**src/rtl/pipeline_hazard_ctrl_if.sv**
```systemverilog
`default_nettype none
// ============================================================================
//  Module      : pipeline_hazard_ctrl_if
//  Description : Bundle of hazard-detection inputs and stage-control outputs
//                exchanged between the pipeline datapath and the hazard
//                controller.
//                slave  modport: used by the hazard controller
//                master modport: used by the datapath (or a testbench)
//  Revision    : 1.0  initial release
// ============================================================================
interface pipeline_hazard_ctrl_if #(
    parameter int CNT_W = 16
);
    // ID stage operand usage
    logic [4:0]       id_rs1_i;
    logic [4:0]       id_rs2_i;
    logic             id_uses_rs1_i;
    logic             id_uses_rs2_i;
    // EX stage
    logic [4:0]       ex_rs1_i;
    logic [4:0]       ex_rs2_i;
    logic [4:0]       ex_rd_i;
    logic             ex_memread_i;
    logic             ex_busy_i;
    // MEM / WB write-back targets
    logic [4:0]       mem_rd_i;
    logic             mem_regwrite_i;
    logic [4:0]       wb_rd_i;
    logic             wb_regwrite_i;
    // redirect and counter clear
    logic             pc_select_i;
    logic             cnt_clr_i;
    // stage controls
    logic             pc_stall_o;
    logic             if_id_stall_o;
    logic             if_id_flush_o;
    logic             id_ex_bubble_o;
    logic             ex_hold_o;
    logic             mem_bubble_o;
    logic [1:0]       fwd_a_o;
    logic [1:0]       fwd_b_o;
    logic [1:0]       state_o;
    logic [CNT_W-1:0] stall_cnt_o;
    logic [CNT_W-1:0] flush_cnt_o;

    modport slave (
        input  id_rs1_i, id_rs2_i, id_uses_rs1_i, id_uses_rs2_i,
        input  ex_rs1_i, ex_rs2_i, ex_rd_i, ex_memread_i, ex_busy_i,
        input  mem_rd_i, mem_regwrite_i, wb_rd_i, wb_regwrite_i,
        input  pc_select_i, cnt_clr_i,
        output pc_stall_o, if_id_stall_o, if_id_flush_o, id_ex_bubble_o,
        output ex_hold_o, mem_bubble_o, fwd_a_o, fwd_b_o, state_o,
        output stall_cnt_o, flush_cnt_o
    );

    modport master (
        output id_rs1_i, id_rs2_i, id_uses_rs1_i, id_uses_rs2_i,
        output ex_rs1_i, ex_rs2_i, ex_rd_i, ex_memread_i, ex_busy_i,
        output mem_rd_i, mem_regwrite_i, wb_rd_i, wb_regwrite_i,
        output pc_select_i, cnt_clr_i,
        input  pc_stall_o, if_id_stall_o, if_id_flush_o, id_ex_bubble_o,
        input  ex_hold_o, mem_bubble_o, fwd_a_o, fwd_b_o, state_o,
        input  stall_cnt_o, flush_cnt_o
    );
endinterface
`default_nettype wire

```
**src/rtl/pipeline_hazard_ctrl.sv**
```systemverilog
`default_nettype none
// ============================================================================
//  Module      : pipeline_hazard_ctrl
//  Description : Execute-stage hazard controller for a 5-stage pipeline.
//                Detects load-use hazards, holds the pipe while a multi-cycle
//                EX op is busy, flushes IF/ID and ID/EX after an EX redirect,
//                selects ALU operand forwarding and keeps saturating
//                stall / flush performance counters.
//  Ports       : clk_i    - clock, rising edge
//                reset_i  - asynchronous active-high reset
//                hz       - hazard bundle (slave modport): ID/EX/MEM/WB
//                           register info in; stage controls, forwarding
//                           selects, FSM state and counters out
//  Revision    : 1.0  initial release
// ============================================================================
module pipeline_hazard_ctrl #(
    parameter int FLUSH_CYCLES = 2,   // legal range 1..7
    parameter int CNT_W        = 16
) (
    input  wire logic             clk_i,
    input  wire logic             reset_i,
    pipeline_hazard_ctrl_if.slave hz
);

    typedef enum logic [1:0] {
        ST_RUN   = 2'b00,
        ST_HOLD  = 2'b01,
        ST_FLUSH = 2'b10
    } state_t;

    // Cycles left in FLUSH after the redirect cycle itself (which is spent in RUN).
    localparam logic [2:0] FLUSH_INIT = 3'(FLUSH_CYCLES - 1);

    state_t           state;
    state_t           state_nxt;
    logic [2:0]       fcnt;
    logic [2:0]       fcnt_nxt;
    logic [CNT_W-1:0] stall_cnt;
    logic [CNT_W-1:0] flush_cnt;

    logic             load_use;
    logic             pc_stall;
    logic             if_id_stall;
    logic             if_id_flush;
    logic             id_ex_bubble;
    logic             ex_hold;
    logic             mem_bubble;
    logic             redirect_taken;

    assign load_use = hz.ex_memread_i && (hz.ex_rd_i != 5'd0) &&
                      ((hz.id_uses_rs1_i && (hz.id_rs1_i == hz.ex_rd_i)) ||
                       (hz.id_uses_rs2_i && (hz.id_rs2_i == hz.ex_rd_i)));

    // ------------------------------------------------------------------
    // FSM state register
    // ------------------------------------------------------------------
    always_ff @(posedge clk_i or posedge reset_i) begin
        if (reset_i) begin
            state <= ST_RUN;
            fcnt  <= 3'd0;
        end else begin
            state <= state_nxt;
            fcnt  <= fcnt_nxt;
        end
    end

    // ------------------------------------------------------------------
    // Next state and stage controls (priority: redirect > busy > load-use)
    // ------------------------------------------------------------------
    always_comb begin
        state_nxt      = state;
        fcnt_nxt       = fcnt;
        pc_stall       = 1'b0;
        if_id_stall    = 1'b0;
        if_id_flush    = 1'b0;
        id_ex_bubble   = 1'b0;
        ex_hold        = 1'b0;
        mem_bubble     = 1'b0;
        redirect_taken = 1'b0;

        case (state)
            ST_RUN: begin
                if (hz.pc_select_i) begin
                    if_id_flush    = 1'b1;
                    id_ex_bubble   = 1'b1;
                    redirect_taken = 1'b1;
                    // A single-cycle flush completes in this cycle.
                    if (FLUSH_INIT != 3'd0) begin
                        state_nxt = ST_FLUSH;
                        fcnt_nxt  = FLUSH_INIT;
                    end
                end else if (hz.ex_busy_i) begin
                    pc_stall    = 1'b1;
                    if_id_stall = 1'b1;
                    ex_hold     = 1'b1;
                    mem_bubble  = 1'b1;
                    state_nxt   = ST_HOLD;
                end else if (load_use) begin
                    pc_stall     = 1'b1;
                    if_id_stall  = 1'b1;
                    id_ex_bubble = 1'b1;
                end
            end

            // EX is frozen, so a redirect request cannot originate from it.
            ST_HOLD: begin
                if (hz.ex_busy_i) begin
                    pc_stall    = 1'b1;
                    if_id_stall = 1'b1;
                    ex_hold     = 1'b1;
                    mem_bubble  = 1'b1;
                end else begin
                    state_nxt = ST_RUN;
                end
            end

            // Everything younger than the redirecting instruction is being
            // squashed, so its hazards are irrelevant.
            ST_FLUSH: begin
                if_id_flush  = 1'b1;
                id_ex_bubble = 1'b1;
                fcnt_nxt     = (fcnt == 3'd0) ? 3'd0 : fcnt - 3'd1;
                if (fcnt <= 3'd1) begin
                    state_nxt = ST_RUN;
                end
            end

            default: begin
                state_nxt = ST_RUN;
                fcnt_nxt  = 3'd0;
            end
        endcase
    end

    // ------------------------------------------------------------------
    // Saturating performance counters; clear beats increment
    // ------------------------------------------------------------------
    always_ff @(posedge clk_i or posedge reset_i) begin
        if (reset_i) begin
            stall_cnt <= '0;
            flush_cnt <= '0;
        end else begin
            if (hz.cnt_clr_i) begin
                stall_cnt <= '0;
            end else if (pc_stall && (stall_cnt != {CNT_W{1'b1}})) begin
                stall_cnt <= stall_cnt + 1'b1;
            end

            if (hz.cnt_clr_i) begin
                flush_cnt <= '0;
            end else if (redirect_taken && (flush_cnt != {CNT_W{1'b1}})) begin
                flush_cnt <= flush_cnt + 1'b1;
            end
        end
    end

    // ------------------------------------------------------------------
    // Operand forwarding: MEM is younger than WB so it wins; x0 never forwards
    // ------------------------------------------------------------------
    always_comb begin
        hz.fwd_a_o = 2'b00;
        if (hz.mem_regwrite_i && (hz.mem_rd_i != 5'd0) && (hz.mem_rd_i == hz.ex_rs1_i)) begin
            hz.fwd_a_o = 2'b10;
        end else if (hz.wb_regwrite_i && (hz.wb_rd_i != 5'd0) && (hz.wb_rd_i == hz.ex_rs1_i)) begin
            hz.fwd_a_o = 2'b01;
        end
    end

    always_comb begin
        hz.fwd_b_o = 2'b00;
        if (hz.mem_regwrite_i && (hz.mem_rd_i != 5'd0) && (hz.mem_rd_i == hz.ex_rs2_i)) begin
            hz.fwd_b_o = 2'b10;
        end else if (hz.wb_regwrite_i && (hz.wb_rd_i != 5'd0) && (hz.wb_rd_i == hz.ex_rs2_i)) begin
            hz.fwd_b_o = 2'b01;
        end
    end

    assign hz.pc_stall_o     = pc_stall;
    assign hz.if_id_stall_o  = if_id_stall;
    assign hz.if_id_flush_o  = if_id_flush;
    assign hz.id_ex_bubble_o = id_ex_bubble;
    assign hz.ex_hold_o      = ex_hold;
    assign hz.mem_bubble_o   = mem_bubble;
    assign hz.state_o        = state;
    assign hz.stall_cnt_o    = stall_cnt;
    assign hz.flush_cnt_o    = flush_cnt;

endmodule
`default_nettype wire
```
**src/flat_wrapper.sv**
```systemverilog
// flat-port wrapper written by rule: the top's interface ports become plain ports
module pipeline_hazard_ctrl_flat 
#(
    parameter int FLUSH_CYCLES = 2,                      
    parameter int CNT_W        = 16
)
  (clk_i, reset_i, hz_id_rs1_i, hz_id_rs2_i, hz_id_uses_rs1_i, hz_id_uses_rs2_i, hz_ex_rs1_i, hz_ex_rs2_i, hz_ex_rd_i, hz_ex_memread_i, hz_ex_busy_i, hz_mem_rd_i, hz_mem_regwrite_i, hz_wb_rd_i, hz_wb_regwrite_i, hz_pc_select_i, hz_cnt_clr_i, hz_pc_stall_o, hz_if_id_stall_o, hz_if_id_flush_o, hz_id_ex_bubble_o, hz_ex_hold_o, hz_mem_bubble_o, hz_fwd_a_o, hz_fwd_b_o, hz_state_o, hz_stall_cnt_o, hz_flush_cnt_o);
  pipeline_hazard_ctrl_if #(.CNT_W(CNT_W)) hz_i ();
  input  wire logic clk_i;
  input  wire logic reset_i;
  input wire logic [$bits(hz_i.id_rs1_i)-1:0] hz_id_rs1_i;
  input wire logic [$bits(hz_i.id_rs2_i)-1:0] hz_id_rs2_i;
  input wire logic [$bits(hz_i.id_uses_rs1_i)-1:0] hz_id_uses_rs1_i;
  input wire logic [$bits(hz_i.id_uses_rs2_i)-1:0] hz_id_uses_rs2_i;
  input wire logic [$bits(hz_i.ex_rs1_i)-1:0] hz_ex_rs1_i;
  input wire logic [$bits(hz_i.ex_rs2_i)-1:0] hz_ex_rs2_i;
  input wire logic [$bits(hz_i.ex_rd_i)-1:0] hz_ex_rd_i;
  input wire logic [$bits(hz_i.ex_memread_i)-1:0] hz_ex_memread_i;
  input wire logic [$bits(hz_i.ex_busy_i)-1:0] hz_ex_busy_i;
  input wire logic [$bits(hz_i.mem_rd_i)-1:0] hz_mem_rd_i;
  input wire logic [$bits(hz_i.mem_regwrite_i)-1:0] hz_mem_regwrite_i;
  input wire logic [$bits(hz_i.wb_rd_i)-1:0] hz_wb_rd_i;
  input wire logic [$bits(hz_i.wb_regwrite_i)-1:0] hz_wb_regwrite_i;
  input wire logic [$bits(hz_i.pc_select_i)-1:0] hz_pc_select_i;
  input wire logic [$bits(hz_i.cnt_clr_i)-1:0] hz_cnt_clr_i;
  output wire logic [$bits(hz_i.pc_stall_o)-1:0] hz_pc_stall_o;
  output wire logic [$bits(hz_i.if_id_stall_o)-1:0] hz_if_id_stall_o;
  output wire logic [$bits(hz_i.if_id_flush_o)-1:0] hz_if_id_flush_o;
  output wire logic [$bits(hz_i.id_ex_bubble_o)-1:0] hz_id_ex_bubble_o;
  output wire logic [$bits(hz_i.ex_hold_o)-1:0] hz_ex_hold_o;
  output wire logic [$bits(hz_i.mem_bubble_o)-1:0] hz_mem_bubble_o;
  output wire logic [$bits(hz_i.fwd_a_o)-1:0] hz_fwd_a_o;
  output wire logic [$bits(hz_i.fwd_b_o)-1:0] hz_fwd_b_o;
  output wire logic [$bits(hz_i.state_o)-1:0] hz_state_o;
  output wire logic [$bits(hz_i.stall_cnt_o)-1:0] hz_stall_cnt_o;
  output wire logic [$bits(hz_i.flush_cnt_o)-1:0] hz_flush_cnt_o;
  assign hz_i.id_rs1_i = hz_id_rs1_i;
  assign hz_i.id_rs2_i = hz_id_rs2_i;
  assign hz_i.id_uses_rs1_i = hz_id_uses_rs1_i;
  assign hz_i.id_uses_rs2_i = hz_id_uses_rs2_i;
  assign hz_i.ex_rs1_i = hz_ex_rs1_i;
  assign hz_i.ex_rs2_i = hz_ex_rs2_i;
  assign hz_i.ex_rd_i = hz_ex_rd_i;
  assign hz_i.ex_memread_i = hz_ex_memread_i;
  assign hz_i.ex_busy_i = hz_ex_busy_i;
  assign hz_i.mem_rd_i = hz_mem_rd_i;
  assign hz_i.mem_regwrite_i = hz_mem_regwrite_i;
  assign hz_i.wb_rd_i = hz_wb_rd_i;
  assign hz_i.wb_regwrite_i = hz_wb_regwrite_i;
  assign hz_i.pc_select_i = hz_pc_select_i;
  assign hz_i.cnt_clr_i = hz_cnt_clr_i;
  assign hz_pc_stall_o = hz_i.pc_stall_o;
  assign hz_if_id_stall_o = hz_i.if_id_stall_o;
  assign hz_if_id_flush_o = hz_i.if_id_flush_o;
  assign hz_id_ex_bubble_o = hz_i.id_ex_bubble_o;
  assign hz_ex_hold_o = hz_i.ex_hold_o;
  assign hz_mem_bubble_o = hz_i.mem_bubble_o;
  assign hz_fwd_a_o = hz_i.fwd_a_o;
  assign hz_fwd_b_o = hz_i.fwd_b_o;
  assign hz_state_o = hz_i.state_o;
  assign hz_stall_cnt_o = hz_i.stall_cnt_o;
  assign hz_flush_cnt_o = hz_i.flush_cnt_o;
  pipeline_hazard_ctrl #(.FLUSH_CYCLES(FLUSH_CYCLES), .CNT_W(CNT_W)) u_core (.clk_i(clk_i), .reset_i(reset_i), .hz(hz_i));
endmodule
```
**config.mk**
```make
export PLATFORM = sky130hd
export DESIGN_NAME = pipeline_hazard_ctrl_flat
export DESIGN_NICKNAME = d
export VERILOG_FILES = /design/src/rtl/pipeline_hazard_ctrl_if.sv /design/src/rtl/pipeline_hazard_ctrl.sv /design/src/flat_wrapper.sv
export SDC_FILE = /design/constraint.sdc
export NUM_CORES = 1
export LEC_CHECK = 0
export ABC_AREA = 1
export ABC_CLOCK_PERIOD_IN_PS = 2000
export BUFFER_PORTS_ARGS = -buffer_cell sky130_fd_sc_hd__buf_2
export CORE_MARGIN = 1
export CORE_UTILIZATION = 35
export DETAILED_ROUTE_END_ITERATION = 16
export PLACE_DENSITY = 0.58
export SYNTH_ARGS = -nofsm -noshare
export SYNTH_HDL_FRONTEND = slang
export SYNTH_SLANG_ARGS = --single-unit
export TNS_END_PERCENT = 20
```
**constraint.sdc**
```tcl
create_clock -name clk_i -period 2 [get_ports clk_i]
set_input_delay 0.1 -clock clk_i [delete_from_list [all_inputs] [get_ports clk_i]]
set_output_delay 0.1 -clock clk_i [all_outputs]
set_load 0.01 [all_outputs]
```
==> results.ini, run 1 <==
[detailed_routing]
drt_first_iter_violations = 128
drc_errors = 0
avgRoutedWirePerCell_um = 12.6
vias = 3002
detail-route-antenna-nets = 0
drt-vias-per-instance = 4.96
total_routed_wirelength_um = 7630
drt_pass1_iterations = 5

[placed_design]
buffer_ports.inserted = 88
gp_congestion = 0.845
hpwl_reported_at_the_end_of_detailed_placement_um = 5810
dp.cells = 596

[job]
max_cap_viol = 0

[global_routing]
grt_pass1_vias = 2836
globalRouteTotalUtil_pct = 18.6
number_of_antenna_violations_at_the_first_check_in_global_routing = 0
first_pass_grt_wire_length_um = 12900
grt-ovfl-total = 0
maximum_number_of_pins_on_one_net_before_global_route_repair = 38

[floorplanning]
die_y_um = 92.0
top_level_ports = 89
floorplan.initialDensity_pct = 36.5
floorplan.rows = 32
die-area_um2 = 8470
die_w_um = 92.0
design.core.area_um2 = 7770

[synthesis]
yosys_register_bits = 37
postSynthCellCount = 400
synth_top_flop_cell = dfrtp_1
syn_area_per_cell_um2 = 7.09
ys_async_sr_fraction_pct = 100
yosys.cell_types.count = 39
synth-edff-count = 0
synth_seq_area_share_pct = 32.6
yosysWarnings = 0
mappedNetlistNets = 449
synth_area_um2 = 2840

[clocking]
ctsLongestPathBuffers = 2
tritoncts = built
worst_skew_pair.late_latency_ns = 0.29
htreeDepth = 2
clock_sink_count = 37
clockRootBuffer = clkbuf_8
cts.repair.resized = 0
clk_pin_slew_worst_paths_ns = 0.08
cts_buffers = 5

[timing]
min_period_over_period_pct = 88.5
grt_setup_unrepaired = false
timing.slew.headroom_pct = 68.2
final_hold_violations = 0
fmax_mhz = 565
finalSetupViolCount = 0
tightest_slew_ns = 0.477
skew_ns = 0.00839
post-route-min-period_ns = 1.77
pins_over_their_slew_limit = 0
aggregate_negative_setup_slack_ns = 0

[pwr]
power_leakage_uw = 0.00202
pwr_density_cell_nw_per_um2 = 499
irDropWorstVdd_uv = 331

[final_layout]
antenna-diode-count = 0
finish.cell_count_without_fillers = 605
syn2layout_area_growth_pct = 27.1
nNetsFinal = 551
fin_util_pct = 46.4
post_route_cells_drive_above_1_share_pct = 26.2

[setup_path]
worst-setup-path-type = flop to flop
reg2reg_setup_slack_ns = 0.23
worst_path_required_time_ns = 2.24
critical_path_peak_fanout = 16
crit_path_start_kind = flop
arrival_worst_endpoint_ns = 2.01
worst_setup_path_end_kind = flop

[hold_path]
hold_path.class = input pin to flop

[status]
status = completed

[timing repair]
action	4_1_cts	5_1_grt
hold buffers	1	0
setup buffers	0	0
endpoints found under the hold margin	37	0
[layer usage]
layer | part of all wire (%) | GRT usage (%)
met1 | 48 | 24.2
met5 | 0 | 0
met3 | 3.8 | 2.82
met4 | 1.0 | 5.21
met2 | 47 | 31.8
[synthesized netlist by cell type, types with 2 or more instances]
| cell | instances | share of area, % |
|---|---|---|
| nor2_1 | 38 | 5.0 |
| o21ai_0 | 10 | 1.8 |
| xnor2_1 | 12 | 3.7 |
| o31ai_1 | 3 | 0.79 |
| nor3_2 | 2 | 0.71 |
| dfrtp_1 | 37 | 33 |
| o41ai_1 | 2 | 0.62 |
| nand3_1 | 34 | 6.0 |
| nand2_1 | 101 | 13 |
| buf_4 | 2 | 0.53 |
| nand2_2 | 4 | 0.88 |
| xor2_1 | 28 | 8.6 |
| inv_2 | 4 | 0.53 |
| inv_1 | 46 | 6.1 |
| or2_2 | 2 | 0.44 |
| clkbuf_1 | 3 | 0.40 |
| nor2_2 | 2 | 0.44 |
| a21oi_1 | 5 | 0.88 |
| nand4_1 | 28 | 6.2 |
| ha_1 | 4 | 1.8 |
| buf_2 | 5 | 0.88 |
| nor4_1 | 5 | 1.1 |
| nor3_1 | 7 | 1.2 |
[path summary, 6_finish.rpt]
kind / endpoint / cells after the start / start
min: u_core.hz.state_o[0]$_DFFE_PP0P_ / 3 / hz_ex_busy_i
min in group asynchronous: u_core.hz.stall_cnt_o[11]$_DFFE_PP0P_ / 4 / reset_i
min reg2reg: u_core.hz.flush_cnt_o[1]$_DFFE_PP0P_ / 2 / u_core.hz.flush_cnt_o[1]$_DFFE_PP0P_
max in group asynchronous: u_core.hz.state_o[0]$_DFFE_PP0P_ / 4 / reset_i
max: u_core.hz.stall_cnt_o[3]$_DFFE_PP0P_ / 8 / u_core.hz.stall_cnt_o[1]$_DFFE_PP0P_
max reg2reg: u_core.hz.stall_cnt_o[3]$_DFFE_PP0P_ / 8 / u_core.hz.stall_cnt_o[1]$_DFFE_PP0P_
[power by group]
group          switching, uW  total [uW]  internal (uW)  leakage [uW]
combinational            204         332            128       0.00145
clock                    284         691            407     0.0000585
sequential              14.1         775            761      0.000511
total                    502        1800           1300       0.00202
[state kept, by name, indices dropped and copies added (netlist names)]
name and cells:
u_core.fcnt 3, u_core.hz.stall_cnt_o 16, u_core.hz.flush_cnt_o 16, u_core.hz.state_o 2
[kinds of logic (layout without fill, tap and decap cells)]
group | after synthesis | after routing | share of synthesized area (%)
XOR/XNOR | 40 | 40 | 12.4
flip-flops | 37 | 37 | 32.6
adder cells (fa/ha/maj) | 4 | 4 | 1.76
AO/OA/AOI/OAI | 26 | 26 | 5.51
AND/OR/NAND/NOR | 231 | 231 | 38.6
buffers and inverters | 62 | 165 | 9.09
[area by class of cell]
class | instances | area, um2
flip-flops and latches | 37 | 926
multi-input cells | 301 | 1650
fillers | 801 | 4160
well taps | 102 | 128
inverters | 51 | 191
repair buffers | 106 | 591
clock inverters | 1 | 30.0
clock buffers | 7 | 86.3
[worst max-delay path, cell delays in order, from the launching register on]
cell and delay [ns]:
dfrtp_1 0.41, ha_1 0.21, and3_1 0.20, nand2_2 0.08, nor3_4 0.15, nand4_4 0.22
nand2_4 0.26, nand3_1 0.11, nand2_1 0.08
[per-stage QoR]
stage               cell area [um2]  hold slack [ns]  setup slack [ns]  total power (uW)
CTS                            3600           0.0917             0.218              1820
finish                         3600           0.0984             0.229              1800
global route                   3600            0.122            0.0272              1890
floorplan                      2840            0.198             0.261               983
detailed placement             3480            0.245             0.230              1120
global placement               3480            0.247             0.338              1120
[layout by cell type, fill, tap and decap left out, drive strengths merged, types with 12 or more instances in the layout]
cell type  synthesis  layout
nand2            106     106
nand4             30      30
o21ai             12      12
xor2              28      28
inv               50      50
buf                8     105
nand3             35      35
nor2              40      40
dfrtp             37      37
xnor2             12      12
Power figures use the tool's default switching activity.
==> run 2: changes to the inputs <==
==> constraint.sdc (replaced) <==
create_clock -name clk_i -period 2 [get_ports clk_i]
set_input_delay 0.1 -clock clk_i [delete_from_list [all_inputs] [get_ports clk_i]]
set_output_delay 0.1 -clock clk_i [all_outputs]
set_load 0.1 [all_outputs]
==> results.ini, run 2 (same netlist as run 1, synthesis figures left out) <==
[status]
status = completed  ; unchanged

[setup_path]
critical_path.endpoint = u_core.hz.stall_cnt_o[11]$_DFFE_PP0P_  ; was u_core.hz.stall_cnt_o[3]$_DFFE_PP0P_
worst_path_required_time_ns = 2.23  ; was 2.24 ns
critical_path_peak_fanout = 16  ; unchanged
crit_path_start_kind = flop  ; unchanged
worst-setup-path-type = flop to flop  ; unchanged
worst_setup_path_end_kind = flop  ; unchanged
rr_worst_depth = 8  ; unchanged
r2r_start = u_core.hz.stall_cnt_o[0]$_DFFE_PP0P_  ; was u_core.hz.stall_cnt_o[1]$_DFFE_PP0P_
setup.worst_path.start = u_core.hz.stall_cnt_o[0]$_DFFE_PP0P_  ; was u_core.hz.stall_cnt_o[1]$_DFFE_PP0P_
reg2reg_setup_slack_ns = 0.24  ; was 0.23 ns
arrival_worst_endpoint_ns = 1.99  ; was 2.01 ns
critical_path.reg2reg.endpoint = u_core.hz.stall_cnt_o[11]$_DFFE_PP0P_  ; was u_core.hz.stall_cnt_o[3]$_DFFE_PP0P_

[final_layout]
antenna-diode-count = 0  ; unchanged
nNetsFinal = 543  ; was 551
finish.instance_area_um2 = 3670  ; was 3600 um2
fillerInstances = 790  ; was 801
syn2layout_area_growth_pct = 29.6  ; was 27.1%
commonest_cells_after_routing_fill_and_taps_aside = 101 x nand2_1, 84 x buf_2, 46 x inv_1  ; was 101 x nand2_1, 88 x buf_2, 46 x inv_1
post_route_cells_drive_above_1_share_pct = 31.1  ; was 26.2%
layout_commonest_cell = nand2_1  ; unchanged

[floorplanning]
die_w_um = 92.0  ; unchanged
die_y_um = 92.0  ; unchanged
die-area_um2 = 8470  ; unchanged
floorplan.rows = 32  ; unchanged
design.core.area_um2 = 7770  ; unchanged
top_level_ports = 89  ; unchanged
floorplan.initialDensity_pct = 36.5  ; unchanged

[clocking]
cts.repair.resized = 0  ; unchanged
htreeDepth = 2  ; unchanged
ctsLongestPathBuffers = 2  ; unchanged
clk_pin_slew_worst_paths_ns = 0.08  ; about the same
clockRootBuffer = clkbuf_8  ; unchanged
tritoncts = built  ; unchanged
worst_skew_pair.late_latency_ns = 0.29  ; about the same
cts_buffers = 5  ; unchanged
clock_sink_count = 37  ; unchanged

[placed_design]
post-place-ws_ns = 0.243  ; was 0.230 ns
placement.cell_area_um2 = 3580  ; was 3480 um2
buffer_ports.inserted = 88  ; unchanged
gp_congestion = 0.853  ; was 0.845
hpwl_reported_at_the_end_of_detailed_placement_um = 5770  ; was 5810 um

[timing]
timing.slew.headroom_pct = 63.3  ; was 68.2%
fmax_mhz = 568  ; was 565 MHz
skew_ns = 0.00535  ; was 0.00839 ns
finalSetupViolCount = 0  ; unchanged
pins_over_their_slew_limit = 0  ; unchanged
final_hold_violations = 0  ; unchanged
worst_setup_margin_ns = 0.239  ; was 0.229 ns
grt_setup_unrepaired = false  ; unchanged
post-route-min-period_ns = 1.76  ; was 1.77 ns
min_period_over_period_pct = 88.0  ; was 88.5%
tightest_slew_ns = 0.545  ; was 0.477 ns

[global_routing]
number_of_antenna_violations_at_the_first_check_in_global_routing = 0  ; unchanged
globalRouteTotalUtil_pct = 19.0  ; was 18.6%
grt-ovfl-total = 0  ; unchanged
maximum_number_of_pins_on_one_net_before_global_route_repair = 38  ; unchanged
grt_pass1_vias = 2828  ; was 2,836
first_pass_grt_wire_length_um = 13000  ; was 12,900 um

[pwr]
pwr_density_cell_nw_per_um2 = 495  ; was 499 nW/um2
power_leakage_uw = 0.00194  ; was 0.00202 uW
irDropWorstVdd_uv = 284  ; was 331 uV
pwr-share-clk_pct = 28.4  ; was 38.4%
net-switching-power_uw = 662  ; was 502 uW
power_frac_seq_pct = 43.2  ; was 43.1%
power_switching_share_pct = 36.4  ; was 27.9%
p_int_uw = 1160  ; was 1300 uW
comb_power_share_pct = 28.4  ; was 18.5%

[detailed_routing]
drt_first_iter_violations = 108  ; was 128
vias = 2917  ; was 3,002
drt-vias-per-instance = 4.89  ; was 4.96
drc_errors = 0  ; unchanged
detail-route-antenna-nets = 0  ; unchanged
total_routed_wirelength_um = 7590  ; was 7630 um
drt_pass1_iterations = 4  ; was 5
avgRoutedWirePerCell_um = 12.7  ; was 12.6 um

[hold_path]
hold_path.class = input pin to flop  ; unchanged

[job]
max_cap_viol = 0  ; unchanged

-- run 2: per-layer routing --
layer	up-vias	global-route usage [%]	share of wire (%)
met5	-	0	0
met4	0	4.30	0.94
met3	6	2.74	3.7
met2	57	34.2	50
met1	1360	23.9	46
li1	1494	-	-
-- run 2: final cells by class --
cell class	count	area, um2	share of cell area, %
multi-input combinational	301	1720	46.9
sequential	37	963	26.2
timing repair buffer	98	591	16.1
inverter	51	191	5.21
tap	102	128	3.47
clock buffer	8	80.1	2.18
-- run 2: how the worst min path moves through the flow --
stage                                                 end  depth (start not counted)  slack, ns          from
finish              u_core.hz.flush_cnt_o[13]$_DFFE_PP0P_                          2        0.1  hz_cnt_clr_i
global route        u_core.hz.flush_cnt_o[13]$_DFFE_PP0P_                          2       0.09  hz_cnt_clr_i
CTS                 u_core.hz.flush_cnt_o[13]$_DFFE_PP0P_                          2       0.08  hz_cnt_clr_i
detailed placement  u_core.hz.stall_cnt_o[12]$_DFFE_PP0P_                          3       0.25       reset_i
global placement    u_core.hz.stall_cnt_o[12]$_DFFE_PP0P_                          3       0.24       reset_i
floorplan           u_core.hz.flush_cnt_o[10]$_DFFE_PP0P_                          1       0.19  hz_cnt_clr_i
-- run 2: timing repair --
| item | CTS | global route |
|---|---|---|
| hold buffers | 1 | 0 |
| setup buffers | 0 | 0 |
| endpoints found under the hold margin | 37 | 0 |
-- run 2: metrics by stage --
step	hold WS, ns	instances	util [%]	total power (uW)	setup TNS [ns]
6_report	0.0987	597	47.3	1820	0
3_3_place_gp	0.242	588	46.2	1310	0
5_1_grt	0.0949	597	47.3	1920	0
2_1_floorplan	0.194	400	-	1170	-0.497
4_1_cts	0.0846	597	47.3	1850	0
3_5_place_dp	0.252	588	46.2	1320	0
-- run 2: power groups by stage --
stage / clock [uW] / sequential, uW / combinational (uW)
CTS: 542 / 785 / 521
global placement: 0 / 799 / 513
finish: 516 / 785 / 516
floorplan: 0 / 870 / 298
detailed placement: 0 / 799 / 519
global route: 569 / 787 / 560
-- run 2: critical path: stages (launching register included) --
cell and delay [ns]:
dfrtp_4 0.44, ha_1 0.19, and3_1 0.20, nand2_2 0.08, nor3_4 0.15, nand4_4 0.21
nand2_4 0.26, nand3_1 0.09, nand2_1 0.07
